===== src/rtl/ecc_serial_frontend_if.sv =====
// ecc_serial_frontend_if: serial job/result lanes plus the start/ready/done handshake to the ECC core
interface ecc_serial_frontend_if #(
    parameter int MAX_BITS = 128,
    parameter int N_IN     = 6,
    parameter int N_OUT    = 2
);
    logic                      i_data_valid;
    logic                      i_mode;
    logic [N_IN-1:0]           i_data;
    logic                      o_data_valid;
    logic [N_OUT-1:0]          o_data;
    logic                      o_busy;
    logic                      core_start;
    logic                      core_ready;
    logic                      core_reload;
    logic [1:0]                core_bits;
    logic [N_IN*MAX_BITS-1:0]  core_operand;
    logic                      core_done;
    logic [N_OUT*MAX_BITS-1:0] core_result;

    modport slave (
        input  i_data_valid, i_mode, i_data, core_ready, core_done, core_result,
        output o_data_valid, o_data, o_busy, core_start, core_reload, core_bits, core_operand
    );

    modport master (
        output i_data_valid, i_mode, i_data, core_ready, core_done, core_result,
        input  o_data_valid, o_data, o_busy, core_start, core_reload, core_bits, core_operand
    );
endinterface


===== src/rtl/ecc_serial_frontend.sv =====
// ecc_serial_frontend: deserialises jobs into core operands and serialises core results MSB-first
module ecc_serial_frontend #(
    parameter int              MAX_BITS    = 128,
    parameter int              N_IN        = 6,
    parameter int              N_OUT       = 2,
    parameter logic [N_IN-1:0] RELOAD_MASK = 6'b011000
) (
    input logic clk,
    input logic rst,
    ecc_serial_frontend_if.slave bus
);
    localparam int CW = $clog2(MAX_BITS) + 1;

    typedef enum logic [2:0] {IDLE, MODE1, MODE0, LOAD, START, WAIT, OUT} state_t;

    state_t            state, nxt;
    logic              ctx, reload, last;
    logic [1:0]        code;
    logic [CW-1:0]     cnt, w;
    logic [31:0]       w_raw;
    logic [N_IN-1:0]   act;
    logic [MAX_BITS-1:0] lane [N_IN];
    logic [MAX_BITS-1:0] res  [N_OUT];

    assign w_raw = 32'd16 << code;
    assign w     = w_raw > 32'(MAX_BITS) ? CW'(MAX_BITS) : CW'(w_raw);
    assign last  = cnt == w - 1'b1;
    assign act   = reload ? RELOAD_MASK : '1;
    assign bus.core_bits = code;

    always_ff @(posedge clk or posedge rst)
        if (rst) state <= IDLE;
        else     state <= nxt;

    always_comb begin
        nxt              = state;
        bus.core_start   = 1'b0;
        bus.core_reload  = 1'b0;
        bus.o_data_valid = 1'b0;
        bus.o_busy       = state != IDLE;
        case (state)
            IDLE:  if (bus.i_data_valid) nxt = ctx ? LOAD : MODE1;
            MODE1: nxt = MODE0;
            MODE0: nxt = LOAD;
            LOAD:  if (last) nxt = START;
            START: begin
                bus.core_start  = 1'b1;
                bus.core_reload = reload;
                if (bus.core_ready) nxt = WAIT;
            end
            WAIT:  if (bus.core_done) nxt = OUT;
            OUT: begin
                bus.o_data_valid = cnt == '0;
                if (last) nxt = IDLE;
            end
            default: nxt = IDLE;
        endcase
    end

    always_comb begin
        bus.o_data       = '0;
        bus.core_operand = '0;
        for (int j = 0; j < N_OUT; j++) bus.o_data[j] = (state == OUT) & res[j][MAX_BITS-1];
        for (int k = 0; k < N_IN; k++) bus.core_operand[k*MAX_BITS +: MAX_BITS] = lane[k];
    end

    // results are pre-aligned so the first serial bit always sits in the MSB
    always_ff @(posedge clk or posedge rst) begin
        if (rst) begin
            ctx    <= 1'b0;
            reload <= 1'b0;
            code   <= '0;
            cnt    <= '0;
            for (int k = 0; k < N_IN; k++) lane[k] <= '0;
            for (int j = 0; j < N_OUT; j++) res[j] <= '0;
        end else begin
            case (state)
                IDLE: if (bus.i_data_valid) begin
                    reload <= ctx;
                    cnt    <= '0;
                    for (int k = 0; k < N_IN; k++) if (ctx && RELOAD_MASK[k]) lane[k] <= '0;
                end
                MODE1: code[1] <= bus.i_mode;
                MODE0: begin
                    code[0] <= bus.i_mode;
                    cnt     <= '0;
                    for (int k = 0; k < N_IN; k++) lane[k] <= '0;
                end
                LOAD: begin
                    for (int k = 0; k < N_IN; k++)
                        if (act[k]) lane[k] <= {lane[k][MAX_BITS-2:0], bus.i_data[k]};
                    cnt <= cnt + 1'b1;
                    if (last) ctx <= 1'b1;
                end
                WAIT: if (bus.core_done) begin
                    cnt <= '0;
                    for (int j = 0; j < N_OUT; j++)
                        res[j] <= bus.core_result[j*MAX_BITS +: MAX_BITS] << (CW'(MAX_BITS) - w);
                end
                OUT: begin
                    cnt <= cnt + 1'b1;
                    for (int j = 0; j < N_OUT; j++) res[j] <= res[j] << 1;
                end
                default: ;
            endcase
        end
    end
endmodule


===== src/flat_wrapper.sv =====
// flat-port wrapper written by rule: the top's interface ports become plain ports
module ecc_serial_frontend_flat 
#(
    parameter int              MAX_BITS    = 128,
    parameter int              N_IN        = 6,
    parameter int              N_OUT       = 2,
    parameter logic [N_IN-1:0] RELOAD_MASK = 6'b011000
)
  (clk, rst, bus_i_data_valid, bus_i_mode, bus_i_data, bus_core_ready, bus_core_done, bus_core_result, bus_o_data_valid, bus_o_data, bus_o_busy, bus_core_start, bus_core_reload, bus_core_bits, bus_core_operand);
  ecc_serial_frontend_if #(.MAX_BITS(MAX_BITS), .N_IN(N_IN), .N_OUT(N_OUT)) bus_i ();
  input logic clk;
  input logic rst;
  input wire logic [$bits(bus_i.i_data_valid)-1:0] bus_i_data_valid;
  input wire logic [$bits(bus_i.i_mode)-1:0] bus_i_mode;
  input wire logic [$bits(bus_i.i_data)-1:0] bus_i_data;
  input wire logic [$bits(bus_i.core_ready)-1:0] bus_core_ready;
  input wire logic [$bits(bus_i.core_done)-1:0] bus_core_done;
  input wire logic [$bits(bus_i.core_result)-1:0] bus_core_result;
  output wire logic [$bits(bus_i.o_data_valid)-1:0] bus_o_data_valid;
  output wire logic [$bits(bus_i.o_data)-1:0] bus_o_data;
  output wire logic [$bits(bus_i.o_busy)-1:0] bus_o_busy;
  output wire logic [$bits(bus_i.core_start)-1:0] bus_core_start;
  output wire logic [$bits(bus_i.core_reload)-1:0] bus_core_reload;
  output wire logic [$bits(bus_i.core_bits)-1:0] bus_core_bits;
  output wire logic [$bits(bus_i.core_operand)-1:0] bus_core_operand;
  assign bus_i.i_data_valid = bus_i_data_valid;
  assign bus_i.i_mode = bus_i_mode;
  assign bus_i.i_data = bus_i_data;
  assign bus_i.core_ready = bus_core_ready;
  assign bus_i.core_done = bus_core_done;
  assign bus_i.core_result = bus_core_result;
  assign bus_o_data_valid = bus_i.o_data_valid;
  assign bus_o_data = bus_i.o_data;
  assign bus_o_busy = bus_i.o_busy;
  assign bus_core_start = bus_i.core_start;
  assign bus_core_reload = bus_i.core_reload;
  assign bus_core_bits = bus_i.core_bits;
  assign bus_core_operand = bus_i.core_operand;
  ecc_serial_frontend #(.MAX_BITS(MAX_BITS), .N_IN(N_IN), .N_OUT(N_OUT), .RELOAD_MASK(RELOAD_MASK)) u_core (.clk(clk), .rst(rst), .bus(bus_i));
endmodule

===== config.mk =====
export PLATFORM = sky130hd
export DESIGN_NAME = ecc_serial_frontend_flat
export DESIGN_NICKNAME = d
export VERILOG_FILES = /design/src/rtl/ecc_serial_frontend_if.sv /design/src/rtl/ecc_serial_frontend.sv /design/src/flat_wrapper.sv
export SDC_FILE = /design/constraint.sdc
export NUM_CORES = 2
export LEC_CHECK = 0
export ABC_AREA = 1
export CORE_AREA = 2 2 402 404
export CTS_BUF_LIST = sky130_fd_sc_hd__clkbuf_8
export DETAILED_ROUTE_END_ITERATION = 8
export DIE_AREA = 0 0 404 406
export HOLD_SLACK_MARGIN = 0.02
export SLEW_MARGIN = 5
export SYNTH_ARGS = -nofsm -noshare
export SYNTH_HDL_FRONTEND = slang
export SYNTH_SLANG_ARGS = --single-unit

===== constraint.sdc =====
create_clock -name clk -period 40.5 [get_ports clk]
set_input_delay 8.1 -clock clk [delete_from_list [all_inputs] [get_ports clk]]
set_output_delay 8.1 -clock clk [all_outputs]
set_load 0.05 [all_outputs]

==> impl_results.md <==
- Status: finished clean
- Clock tree sinks: 1039
- Post-CTS setup buffers: 0
- Layout Nets: 6446
- Std-Cell Rows: 147
- Reg clk slew, reported paths: 60 ps
- Number of failing hold endpoints at the final stage: 0
- Clock Latency Late Sink: 890 ps
- Peak VDD IR: approximately 0.027 mV
- Gr usage total: slightly below 20%
- Via density: roughly 4.7
- Post-synth net total: 5528
- Largest fanout on the critical path: 171
- Max transition margin: 19.90%
- Max-slew violations: 0
- Slew @ Worst Pin: ~1200 ps
- Clock Skew: 56.36 ps
- Total power: 2.230 mW
- Post-Synth Simple-Gate Area: 20.34%
- Min-delay worst type: flop to flop
- Unrepaired setup endpoints after global routing: no
- Avg WL per Cell: 19.96 µm
- Total CTS buffers: 180
- CTS max path bufs: 3
- Total of max-cap violations: 0
- Chip width: roughly 400 µm
- Crit path kind: input port to async pin
- DRC violations left: 0
- Post-synthesis adder-cell area fraction: 0.05603%
- IO buf count: 1043
- Starting density of the core: between 20% and 30%
- Fraction of layout cells with a size suffix above 1: under 10%
- Initial antenna violation count: 16
- Most repeated library cell on the critical path: buf_4
- Critical Path AT: 13470 ps
- Worst Path Buf+Inv: 7
- Setup tns final: 0 ps
- Synth Area in XOR/XNOR: 0.01961%
- Die Y: slightly above 400 µm
- Power per cell area: about 37 nW/µm²
- Area Growth Syn to Fin: 34.79%
- Startpoint types: input port
- Area leader, netlist: dfrtp_1
- Leak: 27.78 nW
- Top-area cell type share of the netlist area: 58.22%
- Drt pass-1 iters: 7
- Top delay family on crit path: buffers and inverters
- I/O pin total: 1044
- Iter 0 DRT Violations: approximately 3300
- TritonCTS clock tree: built
- Final setup fails: 0
- H-Tree Depth: 4
- Vias: 39314
- FILL cells: about 16000
- Hold-fix buffers, CTS: 0
- Max incr delay on CP: 860 ps
- Seq/Total Area, Yosys: 58.22%
- Mean area per synthesized cell: 8.494 µm²
- Hold Crit Start: u_core.res[138]$_DFFE_PP0P_
- Largest net degree at the start of global routing: 230
- Crit. Startpoint: rst
- Top cells by area, synth: dfrtp_1, nand2_1, nand3_1, inv_1, o21ai_1
- Post-synthesis compound-gate area fraction: between 10% and 20%
- R2R Path Start: u_core.state[0]$_DFFE_PP0P_
- Multiplexer share of the synthesized area: 0%
- Netlist cell types: 32
- Die area: 164000 µm²
- Vias in the first global route: roughly 39000
- Total Wirelength: 167900 µm
- CP max-delay cell: buf_4
- Final GP Congestion: between 0.8 and 0.9
- Worst path cell trace: clkdlybuf4s50_1 > inv_8 > buf_4 > buf_4 > buf_4 > buf_12 > buf_4
- Min Tclk post-route: 12650 ps
- CTS Root Cell: clkbuf_8
- Mapped Cells: 5258
- Total core area: 159600 µm²
- Fmax: 79.08 MHz
- Synth Cell Area: 44660 µm²
- Element type at the critical path end: async pin
- Grt ovf: 0
- First-pass GRT wire length: 247400 µm
- Post-route clock period utilization: 31.22%
- Post-DP HPWL: approximately 120000 µm
- Antenna viol nets, final: 0
- Main combinational cell family by area after synthesis: simple AND/OR/NAND/NOR gates
- Critical path required time: approximately 41000 ps
- Synth Register Bits: just over 1000
- Post-CTS sizing: 0
- Ys Warns: 0
==> synth_stat cells <==
master	instances
nand4_1	7
nor2_2	2
inv_1	723
nor2_4	1
nand3_1	580
nor2_1	138
buf_4	47
o21ai_1	400
o22a_1	2
buf_1	7
ha_1	2
o211ai_1	31
clkbuf_1	176
o31ai_1	3
a31oi_1	1
dfrtp_1	1039
o21ai_0	216
buf_2	124
a21oi_1	146
nor3_1	1
o221ai_1	51
nand2_1	1425
xor2_1	1
nand3b_1	2
or2_2	5
and3_1	31
o22ai_1	51
clkinv_1	3
inv_2	7
o22ai_2	1
o21a_1	2
a22oi_1	33
==> worst paths after layout <==
kind,end,slack (ps),cells after the start
min reg2reg,u_core.res[139]$_DFFE_PP0P_,480,2
min,u_core.res[139]$_DFFE_PP0P_,480,2
max in group clk,bus_o_data_valid,28640,5
min in group asynchronous,u_core.bus.core_operand[441]$_DFFE_PP0P_,7830,2
max reg2reg,u_core.bus.core_operand[143]$_DFFE_PP0P_,35340,8
max,u_core.bus.core_operand[749]$_DFFE_PP0P_,27850,7
==> cell type report <==
cell class	instances	area, µm²	share of cell area [%]
Tap cell	2086	2610	4.336
Clock buffer	224	3083	5.121
Sequential cell	1039	26010	43.20
Timing Repair Buffer	1090	10830	17.99
Antenna cell	13	32.53	0.05404
Multi-Input combinational cell	3132	14290	23.74
Inverter	733	2774	4.608
Clock inverter	98	573.1	0.9519
==> per-layer routing <==
metal  part of all wire (%)  track usage (%)  routed length, µm  vias up
li1                       -                -                  -    18618
met3                    8.4            6.712              14090      322
met5                  0.045                0                 75        -
met4                    4.4            9.001               7455       12
met2                     48            32.38              80130     1340
met1                     39            23.27              66170    19022
==> logic make-up after synthesis <==
kind of cell | Yosys count
compound gates | 937
xor+xnor | 1
fa+ha+maj | 2
buf+inv | 1087
flops | 1039
simple gates | 2192
==> power by group <==
part	leakage (nW)	internal [mW]	total, mW	switching [mW]
Sequential	12.6	1.05	1.07	0.0146
Combinational	13.0	0.0631	0.189	0.126
Clock	2.13	0.510	0.973	0.463
==> per-stage QoR <==
stage,cell area (µm²),std cells,util [%],hold WS [ps],setup slack [ps]
after global routing,60190,8409,37.70,489.9,27040
final,60200,8415,37.71,477.2,27850
after floorplan,44660,5258,-,436.1,3158
after global placement,56510,8080,35.40,459.5,26660
after detailed placement,56510,8080,35.40,459.0,26650
after CTS,60170,8402,37.69,470.0,27620
==> worst register-to-register path: cells and delay by family, from the launching register on <==
kind / cells / cell delay, ps
buffers and inverters: 4 / 3150
DFF: 1 / 810
and+or+nand+nor: 2 / 760
AOI/OAI and AO/OA: 2 / 360
==> state kept, by name, indices dropped and copies added, names as in the netlist <==
name,flops
u_core.bus.core_bits,2
u_core.bus.core_operand,768
u_core.cnt,8
u_core.ctx,1
u_core.reload,1
u_core.res,256
u_core.state,3
==> layout by cell type (no fill, tap or decap), types with 2 or more instances in the layout <==
master | netlist | layout
nand2_1 | 1425 | 1423
clkdlybuf4s50_1 | 0 | 1043
dfrtp_1 | 1039 | 1037
inv_1 | 723 | 791
nand3_1 | 580 | 578
o21ai_1 | 400 | 400
clkbuf_8 | 0 | 224
o21ai_0 | 216 | 216
a21oi_1 | 146 | 146
nor2_1 | 138 | 138
o22ai_1 | 51 | 51
o221ai_1 | 51 | 51
buf_4 | 47 | 44
a22oi_1 | 33 | 33
and3_1 | 31 | 31
o211ai_1 | 31 | 31
diode_2 | 0 | 13
clkinv_2 | 0 | 11
nand4_1 | 7 | 7
inv_12 | 0 | 7
inv_2 | 7 | 6
or2_2 | 5 | 5
inv_8 | 0 | 4
o31ai_1 | 3 | 3
clkinvlp_4 | 0 | 3
buf_12 | 0 | 3
inv_6 | 0 | 2
nor2_4 | 1 | 2
o22a_1 | 2 | 2
o21a_1 | 2 | 2
nand3b_1 | 2 | 2
ha_1 | 2 | 2
clkinv_8 | 0 | 2
dfrtp_4 | 0 | 2
Power figures use the tool's default switching activity.
